**config.mk**
```make
export PLATFORM = sky130hd
export DESIGN_NAME = counter_preset_sequencer_flat
export DESIGN_NICKNAME = d
export VERILOG_FILES = /design/src/rtl/counter_preset_sequencer_if.sv /design/src/rtl/counter_preset_sequencer.sv /design/src/flat_wrapper.sv
export SDC_FILE = /design/constraint.sdc
export NUM_CORES = 1
export LEC_CHECK = 0
export CAP_MARGIN = 20
export CORE_UTILIZATION = 45
export DETAILED_ROUTE_END_ITERATION = 7
export PLACE_DENSITY_LB_ADDON = 0.3
export SYNTH_ARGS = -nofsm -noshare
export SYNTH_HDL_FRONTEND = slang
export SYNTH_SLANG_ARGS = --single-unit
```
**constraint.sdc**
```tcl
create_clock -name clk -period 1.95 [get_ports clk]
set_input_delay 0.195 -clock clk [delete_from_list [all_inputs] [get_ports clk]]
set_output_delay 0.195 -clock clk [all_outputs]
set_load 0.02 [all_outputs]
```
**src/rtl/counter_preset_sequencer_if.sv**
```systemverilog
// Preset request handshake plus counter load/feedback bus for counter_preset_sequencer.
// The force input is named force_req because force is a reserved word in SystemVerilog.
interface counter_preset_sequencer_if #(
    parameter int unsigned WIDTH = 4,
    parameter int unsigned DEPTH = 4
);
    localparam int unsigned PW = $clog2(DEPTH) + 1;

    logic             req_valid;
    logic [WIDTH-1:0] req_data;
    logic             req_ready;
    logic             force_req;
    logic [WIDTH-1:0] count;
    logic             load;
    logic [WIDTH-1:0] data;
    logic [PW-1:0]    pending;
    logic             busy;

    // Source / counter side: drives requests and count feedback.
    modport master (
        output req_valid,
        output req_data,
        output force_req,
        output count,
        input  req_ready,
        input  load,
        input  data,
        input  pending,
        input  busy
    );

    // Sequencer side.
    modport slave (
        input  req_valid,
        input  req_data,
        input  force_req,
        input  count,
        output req_ready,
        output load,
        output data,
        output pending,
        output busy
    );
endinterface

```
**src/rtl/counter_preset_sequencer.sv**
```systemverilog
// Buffers preset values in a FIFO and issues each one as a single-cycle load to a
// synchronous counter, either at terminal count or on a force request.
module counter_preset_sequencer #(
    parameter int unsigned      WIDTH = 4,
    parameter int unsigned      DEPTH = 4,
    parameter logic [WIDTH-1:0] TERM  = WIDTH'(4'hF)
) (
    input logic                         clk,
    input logic                         rst,
    counter_preset_sequencer_if.slave   bus
);
    localparam int unsigned AW = $clog2(DEPTH);
    localparam int unsigned PW = AW + 1;

    typedef enum logic [1:0] {
        IDLE  = 2'd0,
        ARMED = 2'd1,
        GUARD = 2'd2
    } state_t;

    state_t           state;
    state_t           state_nxt;
    logic [WIDTH-1:0] mem [DEPTH];
    logic [AW-1:0]    wptr;
    logic [AW-1:0]    rptr;
    logic [PW-1:0]    cnt;
    logic             full;
    logic             empty;
    logic             push;
    logic             load;

    assign full  = (cnt == PW'(DEPTH));
    assign empty = (cnt == '0);
    // Ready depends only on registered occupancy, so a pop never frees a slot in the same cycle.
    assign push  = bus.req_valid && !full;
    assign load  = (state == ARMED) && ((bus.count == TERM) || bus.force_req);

    always_ff @(posedge clk) begin
        if (push) begin
            mem[wptr] <= bus.req_data;
        end
    end

    always_ff @(posedge clk or posedge rst) begin
        if (rst) begin
            wptr <= '0;
            rptr <= '0;
            cnt  <= '0;
        end else begin
            if (push) begin
                wptr <= wptr + 1'b1;
            end
            if (load) begin
                rptr <= rptr + 1'b1;
            end
            case ({push, load})
                2'b10:   cnt <= cnt + 1'b1;
                2'b01:   cnt <= cnt - 1'b1;
                default: cnt <= cnt;
            endcase
        end
    end

    always_ff @(posedge clk or posedge rst) begin
        if (rst) begin
            state <= IDLE;
        end else begin
            state <= state_nxt;
        end
    end

    // GUARD sees the post-pop occupancy, so it can re-arm straight onto the next entry.
    always_comb begin
        state_nxt = state;
        case (state)
            IDLE:    state_nxt = empty ? IDLE : ARMED;
            ARMED:   state_nxt = load ? GUARD : ARMED;
            GUARD:   state_nxt = empty ? IDLE : ARMED;
            default: state_nxt = IDLE;
        endcase
    end

    assign bus.req_ready = !full;
    assign bus.load      = load;
    assign bus.data      = empty ? '0 : mem[rptr];
    assign bus.pending   = cnt;
    assign bus.busy      = (state != IDLE);
endmodule

```
**src/flat_wrapper.sv**
```systemverilog
// flat-port wrapper written by rule: the top's interface ports become plain ports
module counter_preset_sequencer_flat 
#(
    parameter int unsigned      WIDTH = 4,
    parameter int unsigned      DEPTH = 4,
    parameter logic [WIDTH-1:0] TERM  = WIDTH'(4'hF)
)
  (clk, rst, bus_req_valid, bus_req_data, bus_force_req, bus_count, bus_req_ready, bus_load, bus_data, bus_pending, bus_busy);
  counter_preset_sequencer_if #(.WIDTH(WIDTH), .DEPTH(DEPTH)) bus_i ();
  input logic clk;
  input logic rst;
  input wire logic [$bits(bus_i.req_valid)-1:0] bus_req_valid;
  input wire logic [$bits(bus_i.req_data)-1:0] bus_req_data;
  input wire logic [$bits(bus_i.force_req)-1:0] bus_force_req;
  input wire logic [$bits(bus_i.count)-1:0] bus_count;
  output wire logic [$bits(bus_i.req_ready)-1:0] bus_req_ready;
  output wire logic [$bits(bus_i.load)-1:0] bus_load;
  output wire logic [$bits(bus_i.data)-1:0] bus_data;
  output wire logic [$bits(bus_i.pending)-1:0] bus_pending;
  output wire logic [$bits(bus_i.busy)-1:0] bus_busy;
  assign bus_i.req_valid = bus_req_valid;
  assign bus_i.req_data = bus_req_data;
  assign bus_i.force_req = bus_force_req;
  assign bus_i.count = bus_count;
  assign bus_req_ready = bus_i.req_ready;
  assign bus_load = bus_i.load;
  assign bus_data = bus_i.data;
  assign bus_pending = bus_i.pending;
  assign bus_busy = bus_i.busy;
  counter_preset_sequencer #(.WIDTH(WIDTH), .DEPTH(DEPTH), .TERM(TERM)) u_core (.clk(clk), .rst(rst), .bus(bus_i));
endmodule
```
# --- After elaboration in Yosys (flattened, before gate mapping) ---
# Memories as Yosys holds them, arrays and structs flattened.
# Cells that the tools add are included.
totals:
  ram_bits: 16
  ff_bits: 9
  n_memories: 1
  wordCells: 31
op_classes:
  n_mux: 7
  reduce_logical: 9
  n_addsub: 4
  eq_ne: 6
memory_table:
  columns: ["memory", "depth", "width", "read_ports", "rd_ports_with_merged_regs", "wr", "line_no", "text"]
  rows:
  - ["u_core.mem", 4, 4, 1, 0, 1, "counter_preset_sequencer.sv:23", "logic [WIDTH-1:0] mem [DEPTH];"]
op_table:
  columns: ["op", "n"]
  rows:
  - ["one-hot mux 3 bit (2 select lines)", 1]
  - ["adder 2 x 1 -> 2 bit (second input constant)", 2]
  - ["== test 2 x 1 -> 1 bit (second input constant)", 2]
  - ["== test 2 bit (second input constant)", 2]
  - ["== test 4 bit (second input constant)", 1]
  - ["two-way mux 4 bit", 1]
  - ["one-hot mux 2 bit (2 select lines)", 1]
  - ["nonzero test 2 bit", 2]
  - ["adder 3 x 1 -> 3 bit (second input constant)", 1]
  - ["== test 3 bit (second input constant)", 1]
  - ["zero test 3 bit", 1]
  - ["two-way mux 1 bit", 3]
  - ["subtractor 3 x 1 -> 3 bit (second input constant)", 1]
  - ["logical AND 1 bit", 2]
  - ["zero test 2 bit", 1]
  - ["two-way mux 2 bit", 1]
  - ["OR reduction 2 bit", 1]
  - ["zero test 1 bit", 1]
  - ["logical OR 1 bit", 1]

# --- Logic depth before layout (Yosys ltp) ---
depth:
  word_depth: 5
  ltp_mapped: 9

# --- Least setup slack after synthesis ---
# No wires, ideal clock.
synth_path:
  path_type: "reg2reg"
  startpoint: "register u_core.cnt[0], in the netlist u_core.bus.pending[0]"
  endpoint: "register u_core.cnt[2], in the netlist u_core.bus.pending[2]"
  path_buffers: 1
  arrival_time_ns: 2.045
  path_stages_with_launch: 10
  t_required_ns: 1.870
  period_less_slack_ns: 2.124
  setup_ns: 0.080
  path_slack_ns: -0.174
  path_cell_list: "dfrtp_1 -> or3b_1 -> buf_6 -> nand2_4 -> ha_1 -> inv_1 -> fa_1 -> xor2_1 -> nor2_1 -> xor2_1"
synth_via:
  elab_chain_cells: 5
synth_lines:
  columns: ["item", "line_no", "text"]
  rows:
  - ["start: declaration", "counter_preset_sequencer.sv:26", "logic [PW-1:0] cnt;"]
  - ["start signal: assignment", "counter_preset_sequencer.sv:57", "2'b10: cnt <= cnt + 1'b1;"]
  - ["start signal: assignment", "counter_preset_sequencer.sv:58", "2'b01: cnt <= cnt - 1'b1;"]
  - ["start signal: assignment", "counter_preset_sequencer.sv:59", "default: cnt <= cnt;"]
  - ["== test 3 bit *", "counter_preset_sequencer.sv:32", "assign full = (cnt == PW'(DEPTH));"]
  - ["zero test 1 bit *", null, null]
  - ["named net bus_req_ready", "flat_wrapper.sv:16", "output wire logic [$bits(bus_i.req_ready)-1:0] bus_req_ready;"]
  - ["logical AND 1 bit *", "counter_preset_sequencer.sv:35", "assign push = bus.req_valid && !full;"]
  - ["== test 2 x 1 -> 1 bit or == test 2 bit (tied branches)", "counter_preset_sequencer.sv:56", "case ({push, load})"]
  - ["one-hot mux 3 bit (2 select lines) or nonzero test 2 bit (tied branches)", null, null]
# Mark *: on every way through the listed nets, which the timed path passes. The rest lies on a longest branch.
# A chain may end at the register's enable or synchronous reset.

# --- Worst setup path in the final report ---
layout_path:
  startpoint: "register u_core.cnt[0], in the netlist u_core.bus.pending[0]"
  endpoint: "register u_core.cnt[2], in the netlist u_core.bus.pending[2]"
layout_via:
  elab_chain_cells: 5
layout_lines:
  columns: ["item", "line_no"]
  rows:
  - ["== test 3 bit", "counter_preset_sequencer.sv:32"]
  - ["zero test 1 bit", "counter_preset_sequencer.sv:35"]
  - ["logical AND 1 bit", "counter_preset_sequencer.sv:35"]
  - ["== test 2 x 1 -> 1 bit or == test 2 bit (tied branches)", "counter_preset_sequencer.sv:56"]
  - ["one-hot mux 3 bit (2 select lines) or nonzero test 2 bit (tied branches)", null]
# Parallel ways exist; a longest one is shown, timed or not.

==> impl_metrics.ini <==
[placed_design]
port_buffers = 21
gp_congestion = 0.655
dp_hpwl_um = 1510
pre_cts_slack_ns = -0.197

[power_and_ir_drop]
clockPowerShare = 0.099
power-per-cell-area_nw_per_um2 = 1490
p_leak_uw = 0.000608
peakVddDrop_mv = 0.788
pwr-share-seq = 0.393
comb_power_share = 0.508
total_power_uw = 2200
p_int_uw = 1430
switchingPower_uw = 778
netSwitchingFraction = 0.353

[setup_path]
rr_worst_depth = 8
cp-end-kind = flop
cp_max_fo = 2
timing.rr.end = u_core.bus.pending[2]
arrival_ns = 2.15
start_kind = flop
r2r-start = u_core.bus.pending[0]
r2r_setup_slack_ns = 0.03
setup.worst_path.class = flop to flop
worstSetupStartpoint = u_core.bus.pending[0]
cp.required_ns = 2.18
endpoint = u_core.bus.pending[2]

[synthesis]
syn_area_um2 = 1120
syn_nets = 87
synth_seq_cells = 25
syn_area_per_cell_um2 = 16.3
ys.flop_type = edfxtp_1
ys_seq_area_frac = 0.628
synth-edff-count = 16
yosys.cell_types.count = 23
ys_warn_count = 0
synthArstFlopShare = 0.360
syn-instance-count = 69

[sta]
fin_crit_sh = 0.983
timing.hold.ws_ns = 0.137
finalSetupTns_ns = 0
clock.fmax_mhz = 522
worst_slew_pin_slew_ns = 0.339
finalHoldViolCount = 0
drv_slew = 0
setup_slack_ns = 0.0333
finClkSkew_ns = 0.00740
post-route-min-period_ns = 1.92
rsz0062_at_grt = true
relSlewSlack = 0.774
setup_viol = 0

[drt]
drt-initial-drc-count = 7
top_layer_used = met4
drt-wirelength-per-cell_um = 14.6
wl_met1_um = 753
vias = 659
postRouteAntennaNets = 0
wl_met2_um = 1060
vias_per_cell = 5.03
drc_errors = 0
dr.pass1.iters = 4
wirelength_um = 1910
route.met3.wl_um = 79

[clock_network]
hold_buffers = 0
htreeDepth = 1
clkLatencyLatePin_ns = 0.30
cts_made_buffers = 3
cts_root_buf = clkbuf_4
ctsLongestPathBuffers = 2
cts_tree = done
path_clk_slew_ns = 0.13
cts.sinks = 25

[global_routing]
grtUsageTotal = 0.174
antenna_found_initial = 0
grt_start_max_net_pins = 14
grt_first_pass_wirelength_um = 3180
grt_pass1_vias = 703
overflow = 0

[floorplan]
die_area_um2 = 2700
start_util = 0.494
core_area_um2 = 2280
die_w_um = 52.0
ios = 22
rows = 17
die_y_um = 52.0

[status]
status = finished, final reports clean

[cells_and_area]
nets = 122
area_delta_synth_final_pct = 31.5
fin_util = 0.649
n_antenna_cell = 0
drive_gt1_frac = 0.340

[hold_path]
hp-class = input pin to async pin

[run]
max-cap-violations = 0
==> cell usage after synthesis (2+ instances only) <==
cell       n  area, um^2
edfxtp_1  16         480
dfrtp_1    9         225
inv_1      6        22.5
ha_1       5        62.6
nor2b_1    5        31.3
and3_2     4        30.0
mux4_2     4        90.1
xor2_1     4        35.0
xnor2_1    2        17.5
==> kinds of logic after synthesis <==
| group | share of synthesized area |
|---|---|
| buf+inv | 0.0345 |
| mux | 0.102 |
| compound gates | 0.0145 |
| flops | 0.628 |
| fa+ha+maj | 0.0735 |
| simple gates | 0.100 |
| xor+xnor | 0.0468 |
==> flip-flops by register name (all words and copies together) (netlist names) <==
signal and count:
u_core.mem 16, u_core.bus.pending 3, u_core.rptr 2, u_core.state 2
u_core.wptr 2
==> power by group through the flow <==
stage,Sequential (uW),Clock (uW),Combinational (uW)
floorplan,879,0,665
detailed placement,886,0,1120
global placement,880,0,1090
CTS,869,220,1110
global route,893,247,1220
finish,867,218,1120
==> metrics by stage <==
stage	instance area, um^2	cells
final	1480	131
after global routing	1480	131
after CTS	1470	130
after detailed placement	1430	124
after global placement	1430	124
after floorplan	1140	69
==> critical path: stages (launching register included) <==
cell	delay, ns
dfrtp_2	0.42
or3b_4	0.41
nand2_4	0.09
ha_4	0.12
inv_1	0.05
fa_2	0.33
xor2_1	0.15
nor2_1	0.12
xor2_1	0.16
==> routing by layer <==
metal / global-route usage / up-vias
li1: - / 314
met4: 0.0676 / 0
met5: 0 / -
met3: 0.0292 / 2
met1: 0.206 / 328
met2: 0.310 / 15
==> final cells by class <==
cell class	instances	area, um^2
multi-input cells	36	399
inverters	6	22.5
fillers	180	798
well taps	28	35.0
clock buffers	4	26.3
repair buffers	32	284
flip-flops and latches	25	711
==> placed cells by master, fill, tap and decap left out, drive strengths merged, types with 5 or more instances in the layout <==
cell type	count
buf	13
ha	5
clkdlybuf4s50	15
dfrtp	9
edfxtp	16
inv	6
nor2b	5
==> worst min-delay path by stage <==
stage	start	end	slack, ns
CTS	rst	u_core.wptr[0]	0.15
global placement	u_core.state[0]	u_core.state[0]	0.47
global route	rst	u_core.wptr[0]	0.19
finish	rst	u_core.wptr[0]	0.14
detailed placement	rst	u_core.wptr[0]	0.49
floorplan	rst	u_core.rptr[0]	0.02
==> timing repair <==
| action | in CTS | in global routing |
|---|---|---|
| pin swaps | 0 | 1 |
| buffers inserted | 2 | 1 |
| resized for setup | 13 | 4 |
| setup endpoints to repair | 7 | 4 |
(Power assumes the default switching activity.)
==> edit 1: new RTL, same settings <==
`DEPTH` is set to 4 in 3 places; all go to 8.
--- a/src/rtl/counter_preset_sequencer_if.sv
+++ b/src/rtl/counter_preset_sequencer_if.sv
@@ -2,7 +2,7 @@
 // The force input is named force_req because force is a reserved word in SystemVerilog.
 interface counter_preset_sequencer_if #(
     parameter int unsigned WIDTH = 4,
-    parameter int unsigned DEPTH = 4
+    parameter int unsigned DEPTH = 8
 );
     localparam int unsigned PW = $clog2(DEPTH) + 1;
 
--- a/src/rtl/counter_preset_sequencer.sv
+++ b/src/rtl/counter_preset_sequencer.sv
@@ -2,7 +2,7 @@
 // synchronous counter, either at terminal count or on a force request.
 module counter_preset_sequencer #(
     parameter int unsigned      WIDTH = 4,
-    parameter int unsigned      DEPTH = 4,
+    parameter int unsigned      DEPTH = 8,
     parameter logic [WIDTH-1:0] TERM  = WIDTH'(4'hF)
 ) (
     input logic                         clk,
--- a/src/flat_wrapper.sv
+++ b/src/flat_wrapper.sv
@@ -2,7 +2,7 @@
 module counter_preset_sequencer_flat 
 #(
     parameter int unsigned      WIDTH = 4,
-    parameter int unsigned      DEPTH = 4,
+    parameter int unsigned      DEPTH = 8,
     parameter logic [WIDTH-1:0] TERM  = WIDTH'(4'hF)
 )
   (clk, rst, bus_req_valid, bus_req_data, bus_force_req, bus_count, bus_req_ready, bus_load, bus_data, bus_pending, bus_busy);
Interface: changed (resized bus_pending); port bits go from 22 to 23. The function was not compared with the original's and may differ.
==> edit 1 against the unedited design <==
The run now ends with setup timing left. Synthesized area grew 73%. Die area up 70%. Highest routed layer unchanged. Power rose by 81%. Final area rose by 73%. Sequential cell count is 19 higher. Critical path depth down 1. Combinational power is 68% higher. Synthesized cell count up 71%. Wire length grew 90%. Setup slack lost 300 ps. Sequential share of layout area rose by 1.3 points. Clock power grew to 3.1 times the old value. Hold slack improved by 75 ps.
==> edit 1: results (changes against the unedited design) <==
Global route
  – GR Util All Layers: 0.183 (was 0.174)
  – Global-route wire length before repair: 5800 um (was 3180 um)
  – Vias in the first global route: 1,212 (was 703)
  – Largest net degree at the start of global routing: 15 (was 14)

Clock tree
  – H-tree levels: 2 (was 1)
  – Root buf cell: clkbuf_8 (was clkbuf_4)
  – Worst-path clk slew: 80 ps (was 130 ps)

Pwr
  – Sw Share: 0.342 (was 0.353)
  – LEAKAGE: 0.938 nW (was 0.608 nW)

Setup path
  – RR Endpoint: u_core.bus.pending[3]$_DFFE_PP0P_ (was u_core.bus.pending[2]$_DFFE_PP0P_)
  – CP Max Fanout: 3 (was 2)
  – CP Launch Point: u_core.bus.pending[1]$_DFFE_PP0P_ (was u_core.bus.pending[0]$_DFFE_PP0P_)

Run status
  – Status: finished, violations left (was finished clean)
  – Failing checks: setup timing

Placed design
  – Post-DP HPWL: 2720 um (was 1510 um)
  – PortBufs: 22 (was 21)
  – GP Congestion: 0.888 (was 0.655)
  – Post-place setup slack: -464 ps (was -197 ps)
  – Dpl cell area: 0.00239 mm^2 (was 0.00143 mm^2)
  – Dpl cells: 206 (was 124)

Synthesis
  – EDFF count, synth: 32 (was 16)
  – Synth area leaders: edfxtp_1 49%, dfrtp_1 15%, mux4_2 9.2% (was edfxtp_1 43%, dfrtp_1 20%, mux4_2 8.0%)
  – Gate Count Post-Synth: 118 (was 69)
  – Sequential area share after synthesis: 0.647 (was 0.628)
  – Post-synth cell types: 36 (was 23)
  – Synth top cells by count: 32 x edfxtp_1, 12 x dfrtp_1, 8 x mux4_2 (was 16 x edfxtp_1, 9 x dfrtp_1, 6 x inv_1)

Timing
  – Max Clock Skew: 3.51 ps (was 7.40 ps)
  – Setup Total Neg Slack: -583 ps (was 0 ps)
  – Setup-failing EPs final: 3 (was 0)
  – Slew @ Worst Pin: 746 ps (was 339 ps)
  – Setup slack after layout: -272 ps (was 33.3 ps)

Route
  – Vias/cell: 5.33 (was 5.03)
  – Drt total wl: 3630 um (was 1910 um)
  – Drt initial violations: 68 (was 7)

Finish
  – Max reg flops: 32 (was 16)
  – Layout cells sized above 1: 0.380 (was 0.340)
  – Fill cell count: 300 (was 180)
  – Final Instance Count excl. Fillers: 216 (was 131)
[edit 1: cell families (layout without fill, tap and decap cells)]
family | Yosys count | count (layout) | synth area share
XOR/XNOR | 6 | 6 | 0.0270
AO/OA/AOI/OAI | 12 | 12 | 0.0469
AND/OR/NAND/NOR | 29 | 29 | 0.0976
flip-flops | 44 | 44 | 0.647
multiplexers | 12 | 12 | 0.117
buffers and inverters | 9 | 57 | 0.0218
adder cells (fa/ha/maj) | 6 | 6 | 0.0424
[edit 1: final cells by class]
type	count	area, um^2	share of cell area
Tap cell	50	62.6	0.0244
Clock inverter	3	42.5	0.0166
Multi-Input combinational cell	65	717	0.280
Inverter	5	18.8	0.00733
Timing Repair Buffer	44	387	0.151
Sequential cell	44	1260	0.494
Clock buffer	5	68.8	0.0269
[edit 1: what timing repair did]
action,in CTS,in global routing
buffers inserted,2,0
cloned,0,0
pin swaps,3,3
resized for setup,29,9
setup endpoints to repair,13,8
[edit 1: metal layers]
layer  global-route usage  wire [um]
met1                0.219       1540
met2                0.313       1900
met3               0.0507        126
met4               0.0703         68
met5                    0          0
[edit 1: through the flow]
stage	total power [mW]	hold WS [ps]
2_1_floorplan	2.52	59.5
4_1_cts	3.93	221
3_3_place_gp	3.15	478
3_5_place_dp	3.24	482
6_report	3.99	212
5_1_grt	4.25	253
[edit 1: worst max-delay path by stage]
stage | to | depth (start not counted)
after floorplan | u_core.bus.pending[3]$_DFFE_PP0P_ | 8
after global placement | u_core.bus.pending[3]$_DFFE_PP0P_ | 8
after detailed placement | u_core.bus.pending[3]$_DFFE_PP0P_ | 8
after CTS | u_core.bus.pending[3]$_DFFE_PP0P_ | 7
after global routing | u_core.bus.pending[3]$_DFFE_PP0P_ | 7
final | u_core.bus.pending[3]$_DFFE_PP0P_ | 7
==> edit 2: new RTL, config.mk and constraints unchanged <==
Without the edit above. Re-encode `state_t` (3 states) as one-hot, 3 bits wide.
--- a/src/rtl/counter_preset_sequencer.sv
+++ b/src/rtl/counter_preset_sequencer.sv
@@ -12,10 +12,10 @@
     localparam int unsigned AW = $clog2(DEPTH);
     localparam int unsigned PW = AW + 1;
 
-    typedef enum logic [1:0] {
-        IDLE  = 2'd0,
-        ARMED = 2'd1,
-        GUARD = 2'd2
+    typedef enum logic [2:0] {
+        IDLE  = 3'b001,
+        ARMED = 3'b010,
+        GUARD = 3'b100
     } state_t;
 
     state_t           state;
Behaviour: no difference found for any inputs over 10 cycles, from zero or initial values and one cycle with rst high; not proved beyond that.
==> edit 2 against the unedited design <==
Power grew 7.1%. Synthesized area grew 4.2%. Final area up 4.7%. Synthesized cell count rose by 5.8%. Wire length up 5.6%. Sequential cell count is 1 higher. Non-clock buffer count stayed put. First-iteration DRC count rose by 71%. Setup slack gained 4.1 ps. Core utilization decreased by 2.5 points. Maximum frequency is 0.22% higher.
==> edit 2: results (changes against the unedited design) <==
Run status
  – Status: finished clean (unchanged)

Route
  – Vias/cell: 5.04 (was 5.03)
  – Drt total wl: 2020 um (was 1910 um)
  – Drt initial violations: 12 (was 7)
  – DR WL/cell: 14.7 um (was 14.6 um)
  – DR pass1 iterations: 4 (unchanged)

Synthesis
  – Sequential area share after synthesis: 0.625 (was 0.628)
  – Mux cell area share after synthesis: 0.0983 (was 0.102)
  – EDFF count, synth: 16 (unchanged)
  – Post-synth ARST share: 0.385 (was 0.360)
  – Synth top cells by count: 16 x edfxtp_1, 9 x dfrtp_1, 6 x inv_1 (unchanged)
  – Post-synth net total: 91 (was 87)
  – Compound-Gate Fraction of Synth Area: 0.0139 (was 0.0145)
  – Gate Count Post-Synth: 73 (was 69)
  – Synth Area in Adders: 0.0705 (was 0.0735)
  – Synth Flop Type: edfxtp_1 (unchanged)
  – Post-synthesis xor/xnor area fraction: 0.0524 (was 0.0468)
  – Post-synth cell types: 25 (was 23)
  – Synth area leaders: edfxtp_1 41%, dfrtp_1 19%, mux4_2 7.7% (was edfxtp_1 43%, dfrtp_1 20%, mux4_2 8.0%)
  – Yosys warns: 0 (unchanged)

Clock tree
  – TritonCTS Buffers: 3 (unchanged)
  – CTS Buffer Depth: 2 (unchanged)
  – Root buf cell: clkbuf_4 (unchanged)
  – Worst-path clk slew: 130 ps (about the same)
  – H-tree levels: 1 (unchanged)

Setup path
  – Critical path class: reg -> reg (unchanged)
  – CP max stage cell: dfrtp_2 (unchanged)
  – FF-to-FF Start: u_core.bus.pending[0]$_DFFE_PP0P_ (unchanged)
  – Worst path arrival time: 2150 ps (about the same)
  – CP Max Fanout: 3 (was 2)

Hold path
  – Hold WC Path Type: in -> async (unchanged)

Finish
  – Layout Nets: 126 (was 122)
  – Largest Register: u_core.mem (unchanged)
  – Max reg flops: 16 (unchanged)
  – Layout cells sized above 1: 0.374 (was 0.340)
  – # diodes: 0 (unchanged)

Timing
  – Max Clock Skew: 5.41 ps (was 7.40 ps)
  – Slew HR: 0.733 (was 0.774)

Global route
  – Largest net degree at the start of global routing: 16 (was 14)
  – GR Util All Layers: 0.170 (was 0.174)
  – Vias in the first global route: 693 (was 703)
  – Global-route wire length before repair: 3210 um (was 3180 um)
  – Initial antenna violation count: 0 (unchanged)

Pwr
  – LEAKAGE: 0.647 nW (was 0.608 nW)
  – Max VDD drop: 1020 uV (was 788 uV)

Placed design
  – PortBufs: 21 (unchanged)
  – GP Congestion: 0.650 (was 0.655)
  – Post-DP HPWL: 1610 um (was 1510 um)
-- edit 2: final timing paths --
kind                            slack (ps)                                 to  cells past startpoint
worst min-delay path                   140          u_core.state[2]$_DFF_PP0_                      2
worst max-delay path                    40  u_core.bus.pending[2]$_DFFE_PP0P_                      8
min in group clk                       500         u_core.mem[0][1]$_DFFE_PP_                      1
max in group asynchronous             1480          u_core.state[0]$_DFF_PP1_                      2
worst min register to register         570         u_core.wptr[0]$_DFFE_PP0P_                      1
worst max register to register          40  u_core.bus.pending[2]$_DFFE_PP0P_                      8
-- edit 2: critical path: cells and delay by family, from the launching register on --
| kind | cells | cell delay [ps] |
|---|---|---|
| flip-flops | 1 | 430 |
| AND/OR/NAND/NOR | 3 | 620 |
| adder cells (fa/ha/maj) | 2 | 460 |
| XOR/XNOR | 2 | 300 |
| buffers and inverters | 1 | 40 |
-- edit 2: stage by stage --
step           hold WS (ps)  area (um^2)  worst slack [ps]
2_1_floorplan          34.3         1190             -87.6
3_3_place_gp            496         1500             -77.7
3_5_place_dp            506         1500              -168
4_1_cts                 157         1550              15.8
5_1_grt                 219         1550             -24.3
6_report                144         1550              37.5
-- edit 2: cell families (layout without fill, tap and decap cells) --
group / after synthesis / count (layout)
flip-flops: 26 / 26
buffers and inverters: 8 / 42
XOR/XNOR: 7 / 7
adder cells (fa/ha/maj): 6 / 6
AO/OA/AOI/OAI: 2 / 2
multiplexers: 6 / 6
AND/OR/NAND/NOR: 18 / 18
-- edit 2: where the power goes --
part           internal (mW)  total, mW  switching [mW]  leakage (nW)
Clock                  0.208      0.355           0.147        0.0279
Sequential             0.780      0.909           0.129         0.261
Combinational          0.579       1.10           0.518         0.358
-- edit 2: area by class of cell --
| cell class | instances | area (um^2) |
|---|---|---|
| Clock inverter | 1 | 30.0 |
| Timing Repair Buffer | 32 | 273 |
| Fill cell | 186 | 931 |
| Clock buffer | 3 | 22.5 |
| Sequential cell | 26 | 737 |
| Tap cell | 30 | 37.5 |
| Inverter | 6 | 22.5 |
| Multi-Input combinational cell | 39 | 424 |
-- edit 2: repair_timing --
action / CTS / global route
resized for setup: 13 / 7
buffers inserted: 1 / 0
pin swaps: 0 / 1
endpoints found under the setup margin: 8 / 5
-- edit 2: routing by layer --
metal  global-route usage  part of all wire  vias to the layer above  wire [um]
met5                    0                 0                        -          0
met4                0.114             0.032                        0         64
met3               0.0230             0.033                        6         67
met2                0.291              0.54                       15       1080
met1                0.195              0.40                      343        802
li1                     -                 -                      327          -
